`src/rtl/fpnew_divsqrt_issue_queue.sv`:
```
// -----------------------------------------------------------------------------
// fpnew_divsqrt_issue_queue
//
// In-order request queue that sits in front of the iterative divide/sqrt unit.
// The opgroup dispatcher can keep pushing div/sqrt requests while the unit is
// busy. The unit then takes them one at a time from the head of the queue.
//
// Configuration macro:
//   FPNEW_DIVSQRT_QUEUE_BYPASS_EN - when defined, a request that arrives while
//   the queue is empty drives the outputs combinationally in the same cycle.
//   If the unit accepts it in that cycle, it is never written to storage.
//   When the macro is undefined, the minimum latency is one cycle.
//
// Parameters:
//   WIDTH   operand width in bits
//   DEPTH   number of entries (2..16, any value in that range)
//   TagType request tag type, carried unchanged
//   AuxType sideband type, carried unchanged
//
// Ports:
//   clk_i, rst_ni        clock, asynchronous active-low reset
//   operands_i ...aux_i  incoming request payload
//   in_valid_i/in_ready_o    upstream handshake
//   flush_i              synchronous flush; drops every queued request
//   operands_o ...aux_o  head-of-queue payload
//   out_valid_o/out_ready_i  downstream handshake
//   usage_o              number of entries currently held
//   busy_o               at least one entry held
//
// Handshake: a transfer happens on a rising edge where valid and ready are both
// high. A source holds valid and payload until that transfer. The ready
// outputs depend only on state and flush_i. in_ready_o never depends on
// out_ready_i, so a pop does not make room for a push in the same cycle.
// -----------------------------------------------------------------------------

package fpnew_pkg;

    typedef enum logic [2:0] {
        RNE = 3'b000,
        RTZ = 3'b001,
        RDN = 3'b010,
        RUP = 3'b011,
        RMM = 3'b100,
        ROD = 3'b101,
        DYN = 3'b111
    } roundmode_e;

    typedef enum logic [3:0] {
        FMADD, FNMSUB, ADD, MUL,
        DIV, SQRT,
        SGNJ, MINMAX, CMP, CLASSIFY,
        F2F, F2I, I2F, CPKAB, CPKCD
    } operation_e;

    typedef enum logic [2:0] {
        FP32    = 3'd0,
        FP64    = 3'd1,
        FP16    = 3'd2,
        FP8     = 3'd3,
        FP16ALT = 3'd4
    } fp_format_e;

endpackage

module fpnew_divsqrt_issue_queue #(
    parameter int unsigned WIDTH   = 64,
    parameter int unsigned DEPTH   = 4,
    parameter type         TagType = logic,
    parameter type         AuxType = logic
) (
    input  logic                          clk_i,
    input  logic                          rst_ni,
    // Upstream request
    input  logic [1:0][WIDTH-1:0]         operands_i,
    input  fpnew_pkg::roundmode_e         rnd_mode_i,
    input  fpnew_pkg::operation_e         op_i,
    input  fpnew_pkg::fp_format_e         dst_fmt_i,
    input  TagType                        tag_i,
    input  AuxType                        aux_i,
    input  logic                          in_valid_i,
    output logic                          in_ready_o,
    // Flush
    input  logic                          flush_i,
    // Downstream request (head of queue)
    output logic [1:0][WIDTH-1:0]         operands_o,
    output fpnew_pkg::roundmode_e         rnd_mode_o,
    output fpnew_pkg::operation_e         op_o,
    output fpnew_pkg::fp_format_e         dst_fmt_o,
    output TagType                        tag_o,
    output AuxType                        aux_o,
    output logic                          out_valid_o,
    input  logic                          out_ready_i,
    // Status
    output logic [$clog2(DEPTH+1)-1:0]    usage_o,
    output logic                          busy_o
);

    localparam int unsigned PTR_W = (DEPTH > 1) ? $clog2(DEPTH) : 1;
    localparam int unsigned CNT_W = $clog2(DEPTH + 1);

    typedef logic [PTR_W-1:0] ptr_t;
    typedef logic [CNT_W-1:0] cnt_t;

    localparam ptr_t LAST_PTR = ptr_t'(DEPTH - 1);
    localparam cnt_t FULL_CNT = cnt_t'(DEPTH);

    typedef struct packed {
        logic [1:0][WIDTH-1:0] operands;
        fpnew_pkg::roundmode_e rnd_mode;
        fpnew_pkg::operation_e op;
        fpnew_pkg::fp_format_e dst_fmt;
        TagType                tag;
        AuxType                aux;
    } entry_t;

    // -------------------------------------------------------------------------
    // State
    // -------------------------------------------------------------------------
    entry_t mem_q [DEPTH];
    entry_t mem_d [DEPTH];
    ptr_t   wr_ptr_q, wr_ptr_d;
    ptr_t   rd_ptr_q, rd_ptr_d;
    cnt_t   cnt_q,    cnt_d;

    entry_t in_entry;
    entry_t out_entry;
    logic   not_empty;
    logic   bypass_act;   // empty queue, incoming request shown on outputs
    logic   push_mem;     // request written into storage this cycle
    logic   pop_mem;      // head entry leaves storage this cycle

    // Pointers step by one. They wrap explicitly because DEPTH does not have
    // to be a power of two.
    function automatic ptr_t next_ptr(input ptr_t p);
        return (p == LAST_PTR) ? '0 : p + ptr_t'(1);
    endfunction

    assign in_entry = '{
        operands: operands_i,
        rnd_mode: rnd_mode_i,
        op:       op_i,
        dst_fmt:  dst_fmt_i,
        tag:      tag_i,
        aux:      aux_i
    };

    assign not_empty = (cnt_q != '0);

    // -------------------------------------------------------------------------
    // Handshake outputs
    // -------------------------------------------------------------------------
    always_comb begin
        bypass_act = 1'b0;
`ifdef FPNEW_DIVSQRT_QUEUE_BYPASS_EN
        // Pass-through is the only in_valid_i -> out_valid_o path. It is
        // suppressed by flush.
        bypass_act = ~not_empty & in_valid_i & ~flush_i;
`endif
    end

    assign in_ready_o  = (cnt_q < FULL_CNT) & ~flush_i;
    assign out_valid_o = (not_empty | bypass_act) & ~flush_i;

    // A bypassed request that is taken in the same cycle is never stored.
    assign push_mem = in_valid_i & in_ready_o & ~(bypass_act & out_ready_i);
    assign pop_mem  = out_valid_o & out_ready_i & not_empty;

    // -------------------------------------------------------------------------
    // Next state
    // -------------------------------------------------------------------------
    always_comb begin
        mem_d    = mem_q;
        wr_ptr_d = wr_ptr_q;
        rd_ptr_d = rd_ptr_q;
        cnt_d    = cnt_q;

        if (flush_i) begin
            // Entry contents are left as they are. Only the bookkeeping is
            // reset.
            wr_ptr_d = '0;
            rd_ptr_d = '0;
            cnt_d    = '0;
        end else begin
            if (push_mem) begin
                mem_d[wr_ptr_q] = in_entry;
                wr_ptr_d        = next_ptr(wr_ptr_q);
            end
            if (pop_mem) begin
                rd_ptr_d = next_ptr(rd_ptr_q);
            end
            unique case ({push_mem, pop_mem})
                2'b10:   cnt_d = cnt_q + cnt_t'(1);
                2'b01:   cnt_d = cnt_q - cnt_t'(1);
                default: cnt_d = cnt_q;
            endcase
        end
    end

    // -------------------------------------------------------------------------
    // Registers
    // -------------------------------------------------------------------------
    // Storage is reset so that the payload outputs read zero after reset.
    always_ff @(posedge clk_i or negedge rst_ni) begin
        if (!rst_ni) begin
            mem_q    <= '{default: '0};
            wr_ptr_q <= '0;
            rd_ptr_q <= '0;
            cnt_q    <= '0;
        end else begin
            mem_q    <= mem_d;
            wr_ptr_q <= wr_ptr_d;
            rd_ptr_q <= rd_ptr_d;
            cnt_q    <= cnt_d;
        end
    end

    // -------------------------------------------------------------------------
    // Outputs
    // -------------------------------------------------------------------------
    // When nothing is valid, the outputs show the entry at the read pointer.
    // That entry is stable until the next write or flush.
    assign out_entry = bypass_act ? in_entry : mem_q[rd_ptr_q];

    assign operands_o = out_entry.operands;
    assign rnd_mode_o = out_entry.rnd_mode;
    assign op_o       = out_entry.op;
    assign dst_fmt_o  = out_entry.dst_fmt;
    assign tag_o      = out_entry.tag;
    assign aux_o      = out_entry.aux;

    assign usage_o = cnt_q;
    assign busy_o  = not_empty;

endmodule

```
`config.mk`:
```
export PLATFORM = sky130hd
export DESIGN_NAME = fpnew_divsqrt_issue_queue
export DESIGN_NICKNAME = d
export VERILOG_FILES = /design/src/rtl/fpnew_divsqrt_issue_queue.sv
export SDC_FILE = /design/constraint.sdc
export NUM_CORES = 1
export LEC_CHECK = 0
export ABC_AREA = 1
export CAP_MARGIN = 20
export CORE_AREA = 4 4 361 185
export DETAILED_ROUTE_END_ITERATION = 6
export DIE_AREA = 0 0 365 189
export PLACE_DENSITY_LB_ADDON = 0.15
export SYNTH_ARGS = -nofsm -noshare
export SYNTH_HDL_FRONTEND = slang
export SYNTH_SLANG_ARGS = --single-unit
```
`constraint.sdc`:
```
create_clock -name clk_i -period 1.6 [get_ports clk_i]
set_input_delay 0.32 -clock clk_i [delete_from_list [all_inputs] [get_ports clk_i]]
set_output_delay 0.32 -clock clk_i [all_outputs]
set_load 0.005 [all_outputs]
```
==> summary.txt, run 1 <==
Outcome
  • Status: finished, violations left
  • Failing checks: setup timing

Worst setup path
  • CP Data Arrival Time: 2.16 ns
  • Critical path capture point type: output port
  • Critical Path Sink: rnd_mode_o[1]
  • R2r worst-path depth: 11
  • Worst R2R End: mem_q[299]
  • Critical Path Source: rd_ptr_q[1]
  • Kind of critical path: register to output port
  • R2r setup slk: -0.51 ns
  • Data required time of the worst path: 1.28 ns
  • Startpoint Class: register
  • Reg2reg start: usage_o[2]
  • Max FO, Critical Path: 6

Die
  • Initial core utilization: 39.6%
  • Num rows: 66
  • Core Footprint: 64000 µm²
  • Die X: 365 µm
  • Die area: 69000 µm²
  • Die height: 189 µm
  • I/O pins: 291

STA
  • Clk_skew: 0.0182 ns
  • Final Setup Violations: 711
  • Final Critical Period: 2.48 ns
  • Tcrit/Tclk final: 155%
  • FMAX: 403 MHz
  • Slew headroom: 66.6%
  • Final Worst Setup Slack: -0.879 ns
  • RSZ-0062 raised after global routing: true
  • Pins Over Slew Limit: 0
  • Sum of negative setup slack: -301.94 ns
  • Worst-Margin Slew: 0.501 ns
  • Hold Fails Final Rpt: 0
  • Tightest hold margin: 0.183 ns

Power and ir drop
  • Pwr dens: 1910 nW/µm²
  • Psw: 25100 µW
  • Clock power frac: 17.3%
  • Final Power: 71700 µW
  • Sw frac: 35.0%
  • Logic gate share of total power: 46.2%
  • P_leak: 0.0166 µW
  • Worst VDD drop: 0.863 mV
  • Sequential Power Share: 36.5%
  • Cell-internal power: 46600 µW

Layout
  • Final Util: 58.7%
  • Layout Cells excl Fill: 3505
  • Layout cells sized above 1: 46.0%
  • Nets: 2767
  • Synthesis-to-finish area growth: 48.2%

Yosys
  • Syn_nets: 2184
  • Post-synth ARST share: 100%
  • Post-synth EDFFs: 0
  • Synth Cell Area: 25300 µm²
  • Avg Cell Area, Syn: 12.5 µm²
  • Top-area cell type share of the netlist area: 56.0%
  • Warnings, synthesis: 0
  • Synth top area cells: dfrtp_1 56%, mux2_1 18%, mux2_2 7.1%, o21ai_0 5.5%, nor2_1 4.2%
  • Cells after Synth: 2033
  • Yosys reg bits: 567
  • Ys flop type: dfrtp_1
  • Post-synth top area cell: dfrtp_1
  • Seq/Total Area, Yosys: 56.0%
  • Synth cell types: 25

Route
  • DR vias: 19100
  • Routed vias/inst: 5.45
  • Post-Route WL: 88.0 mm
  • Number of routed nets with antenna violations: 0
  • Router iterations before antenna repair: 4
  • DRC viols: 0
  • Initial drt markers: 1087
  • Wire per inst: 25.1 µm

Min path
  • Min-delay worst type: input pin to asynchronous set/reset pin

Clocking
  • Clk sinks: 567
  • CTS clk-pin slew, worst paths: 0.07 ns
  • Clk buf depth: 3
  • CTS buffer count: 53
  • Clock Latency Late Sink: 0.58 ns
  • CTS H-tree depth: 2
  • CTS tree: built
  • Root Driver: clkbuf_16

Global routing
  • Vias in the first global route: 19200
  • Tot GR Track Use: 21.8%
  • Total grt overflow: 0
  • Pin count of the biggest net entering global routing: 65
  • Wire length of the first global-routing pass: 117 mm
  • Initial antenna violation count: 6

Placed design
  • Placed insts: 3194
  • Input/output buffers: 290
  • Hpwl dp: 45.8 mm
  • GPL Wtd Cong: 0.766

Job
  • Max-cap violations: 0
how the worst min path moves through the flow:
stage,endpoint,slack (ns),depth (start not counted),from
floorplan,mem_q[0],0.02,0,rst_ni
global placement,mem_q[108],0.18,1,rst_ni
detailed placement,mem_q[388],0.19,1,rst_ni
CTS,mem_q[541],0.14,2,rst_ni
global route,mem_q[261],0.16,2,rst_ni
finish,mem_q[541],0.18,2,rst_ni
synth_stat cells (2+ instances only):
cell type  number
dfrtp_1       567
ha_1            5
o21ai_0       281
o22ai_1       140
buf_8          44
buf_4          16
clkbuf_1       78
nand3_1         5
inv_1          12
a21oi_1         3
mux2_2        160
nor2_8          4
buf_2          12
nor2_1        283
nand4_1         2
mux2_1        400
nand2_1        13
what timing repair did:
action,CTS,global route
resized for setup,524,1021
cloned,28,62
pin swaps,44,140
setup buffers,66,81
hold endpoints to repair,287,0
hold buffers,1,0
endpoints found under the setup margin,700,712
through the flow:
stage | instance area, µm² | setup WS (ns)
final | 37500 | -0.879
after global routing | 37500 | -0.944
after CTS | 33500 | -1.27
after detailed placement | 30400 | -0.676
after global placement | 30400 | -0.685
after floorplan | 25400 | -0.0812
critical path: stages, from the launching register on:
cell,delay (ns)
dfrtp_4,0.58
inv_12,0.12
buf_8,0.12
buf_12,0.10
buf_16,0.10
buf_8,0.10
buf_6,0.09
o21ai_2,0.04
o22ai_1,0.13
buf_2,0.17
cells by family after synthesis:
family,share of synthesized area (%)
DFF,56.0
muxes,24.9
AOI/OAI and AO/OA,9.15
and+or+nand+nor,4.97
buffers and inverters,4.68
adders and majority gates,0.326
routing by layer:
layer | global-route usage (%) | vias up | wire [µm] | share of wire, %
met5 | 0 | - | 46 | 0.052
li1 | - | 8477 | - | -
met1 | 32.1 | 10100 | 43200 | 49
met2 | 33.4 | 385 | 39300 | 45
met3 | 4.21 | 114 | 3920 | 4.4
met4 | 5.16 | 6 | 1600 | 1.8
sequential cells by signal (all words and copies together), names as in the netlist:
| name | count |
|---|---|
| usage_o | 3 |
| mem_q | 560 |
| rd_ptr_q | 2 |
| wr_ptr_q | 2 |
cell usage in the layout (no fill, tap or decap), types with 72 or more instances in the layout:
cell type / n
dfrtp_1: 565
mux2_1: 257
mux2_4: 206
nor2_1: 203
clkdlybuf4s50_1: 143
buf_2: 129
o21ai_2: 114
buf_4: 108
clkbuf_16: 104
mux2_2: 97
o21ai_1: 89
buf_12: 88
o22ai_1: 76
buf_6: 72
power by group through the flow:
stage	Sequential (µW)	Clock, µW	Combinational, µW
5_1_grt	27100	13300	35400
4_1_cts	24900	12600	26200
6_report	26200	12400	33100
3_3_place_gp	24700	0	24700
3_5_place_dp	25000	0	25200
2_1_floorplan	23900	0	13100
final cells by class:
cell class	instances	area (µm²)
Antenna cell	3	7.51
Clock buffer	73	1500
Clock inverter	18	124
Fill cell	5028	26500
Inverter	13	76.3
Multi-Input combinational cell	1302	12300
Sequential cell	567	14200
Tap cell	850	1060
Timing Repair Buffer	677	8290
Timing Repair inverter	2	32.5
Note: power is estimated with default switching activity, not from simulation.
==> run 2, diff against run 1 <==
==> constraint.sdc (replaced) <==
create_clock -name clk_i -period 1.6 [get_ports clk_i]
set_input_delay 0.32 -clock clk_i [delete_from_list [all_inputs] [get_ports clk_i]]
set_output_delay 0.32 -clock clk_i [all_outputs]
set_load 0.1 [all_outputs]
==> summary.txt, run 2 (same netlist as run 1, synthesis figures left out) <==
Outcome
  • Status: finished, violations left (unchanged)
  • Failing checks: setup timing (unchanged)

Clocking
  • CTS clk-pin slew, worst paths: 0.07 ns (about the same)
  • CTS tree: built (unchanged)
  • Clk buf depth: 3 (unchanged)
  • Clk sinks: 567 (unchanged)
  • Root Driver: clkbuf_16 (unchanged)
  • CTS buffer count: 52 (was 53)
  • Clock Latency Late Sink: 0.58 ns (about the same)
  • CTS H-tree depth: 2 (unchanged)

Layout
  • Fill count: 4038 (was 5028)
  • Nets: 2792 (was 2767)
  • Commonest non-fill, non-tap cells in the layout: 562 x dfrtp_1, 413 x mux2_4, 280 x buf_12 (was 565 x dfrtp_1, 257 x mux2_1, 206 x mux2_4)
  • Top reg by flops: mem_q (unchanged)
  • Most common cell after layout, fill and taps aside: dfrtp_1 (unchanged)
  • Layout cells sized above 1: 62.7% (was 46.0%)
  • Synthesis-to-finish area growth: 76.6% (was 48.2%)
  • Layout Cells excl Fill: 3531 (was 3505)
  • Max reg flops: 560 (unchanged)

Worst setup path
  • Max FO, Critical Path: 7 (was 6)
  • Delay-heaviest family, CP: buffers and inverters (unchanged)
  • CP max stage cell: dfrtp_4 (unchanged)
  • Data required time of the worst path: 1.28 ns (about the same)
  • R2r setup slk: -0.45 ns (was -0.51 ns)
  • Startpoint Class: register (unchanged)
  • Slowest stage delay, CP: 0.51 ns (was 0.58 ns)
  • Critical path capture point type: output port (unchanged)
  • Worst Path Buf+Inv: 6 (was 7)
  • CP cell instances: buf_12 > buf_12 > clkinv_16 > buf_12 > buf_16 > o21ai_4 > o22ai_4 > buf_12 (was inv_12 > buf_8 > buf_12 > buf_16 > buf_8 > buf_6 > o21ai_2 > o22ai_1 > buf_2)
  • CP Data Arrival Time: 2.26 ns (was 2.16 ns)
  • Kind of critical path: register to output port (unchanged)
  • Most common cell on crit path: buf_12 (was buf_8)

Route
  • Wire per inst: 25.9 µm (was 25.1 µm)
  • Router iterations before antenna repair: 5 (was 4)
  • DRC viols: 0 (unchanged)
  • Initial drt markers: 1054 (was 1087)
  • Post-Route WL: 91.5 mm (was 88.0 mm)
  • Routed vias/inst: 5.48 (was 5.45)
  • DR vias: 19300 (was 19100)
  • Number of routed nets with antenna violations: 0 (unchanged)

Global routing
  • Tot GR Track Use: 24.7% (was 21.8%)
  • Wire length of the first global-routing pass: 132 mm (was 117 mm)
  • Initial antenna violation count: 7 (was 6)
  • Vias in the first global route: 20900 (was 19200)
  • Pin count of the biggest net entering global routing: 56 (was 65)
  • Total grt overflow: 0 (unchanged)

STA
  • Hold Fails Final Rpt: 0 (unchanged)
  • Final Setup Violations: 709 (was 711)
  • Final Critical Period: 2.58 ns (was 2.48 ns)
  • Final Worst Setup Slack: -0.977 ns (was -0.879 ns)
  • Worst-Margin Slew: 0.500 ns (was 0.501 ns)
  • RSZ-0062 raised after global routing: true (unchanged)
  • FMAX: 388 MHz (was 403 MHz)
  • Pins Over Slew Limit: 0 (unchanged)
  • Slew headroom: 66.6% (about the same)
  • Tcrit/Tclk final: 161% (was 155%)
  • Tightest hold margin: 0.279 ns (was 0.183 ns)
  • Clk_skew: 0.0139 ns (was 0.0182 ns)

Die
  • I/O pins: 291 (unchanged)
  • Die area: 69000 µm² (unchanged)
  • Die height: 189 µm (unchanged)
  • Core Footprint: 64000 µm² (unchanged)
  • Initial core utilization: 39.6% (unchanged)
  • Num rows: 66 (unchanged)
  • Die X: 365 µm (unchanged)

Placed design
  • Hpwl dp: 52.8 mm (was 45.8 mm)
  • Input/output buffers: 290 (unchanged)
  • Placed insts: 3256 (was 3194)
  • GPL Wtd Cong: 0.801 (was 0.766)

Job
  • Max-cap violations: 0 (unchanged)

Min path
  • Min-delay worst type: input pin to asynchronous set/reset pin (unchanged)
## run 2: cell types whose count changed in the layout (fill, tap and decap cells not counted), sizes merged
cell	delta
dlymetal6s2s	-1
clkdlybuf4s15	-1
clkinv	-11
bufinv	+5
buf	+55
clkbuf	-21
clkinvlp	-1
bufbuf	+1
## run 2: worst paths after layout
path,cells past startpoint,start,end
worst max-delay path,8,rd_ptr_q[0],operands_o[55]
worst min-delay path,2,rst_ni,mem_q[428]
min in group clk_i,2,operands_i[82],mem_q[514]
worst max register to register,7,usage_o[2],mem_q[186]
max in group asynchronous,3,rst_ni,mem_q[182]
worst min register to register,1,mem_q[525],mem_q[525]
## run 2: final cells by class
cell class                      instances  area [µm²]  share of cell area [%]
Clock buffer                           82        1590                    3.54
Antenna cell                            3        7.51                  0.0168
Clock inverter                          9         198                   0.442
Tap cell                              850        1060                    2.38
Sequential cell                       567       14200                    31.7
Timing Repair Buffer                  701       11200                    25.0
Inverter                               13        90.1                   0.201
Multi-Input combinational cell       1302       16300                    36.5
Timing Repair inverter                  4         106                   0.238
## run 2: what timing repair did
action | 4_1_cts | 5_1_grt
cloned | 43 | 34
gates resized for setup | 522 | 325
setup buffers | 66 | 59
hold buffers | 1 | 0
pin swaps | 65 | 74
setup endpoints to repair | 704 | 709
hold endpoints to repair | 44 | 0
## run 2: routing by layer
layer	global-route usage, %	wire length [µm]
met1	36.5	43900
met2	38.7	41900
met3	4.46	4230
met4	4.49	1340
met5	0	47
## run 2: metrics by stage
| step | utilization (%) | setup slack [ns] | setup TNS (ns) | instance area, µm² |
|---|---|---|---|---|
| 6_report | 69.9 | -0.977 | -305.26 | 44800 |
| 5_1_grt | 69.9 | -1.06 | -333.62 | 44800 |
| 4_1_cts | 66.4 | -1.05 | -298.12 | 42500 |
| 3_5_place_dp | 58.3 | -0.594 | -329.70 | 37300 |
| 3_3_place_gp | 58.3 | -0.648 | -327.84 | 37300 |
| 2_1_floorplan | - | -0.781 | -441.48 | 30700 |
Power of run 2 is left out: the tool's default activity adds up to more than one toggle a clock period on the data nets, which glitch-free logic cannot reach.
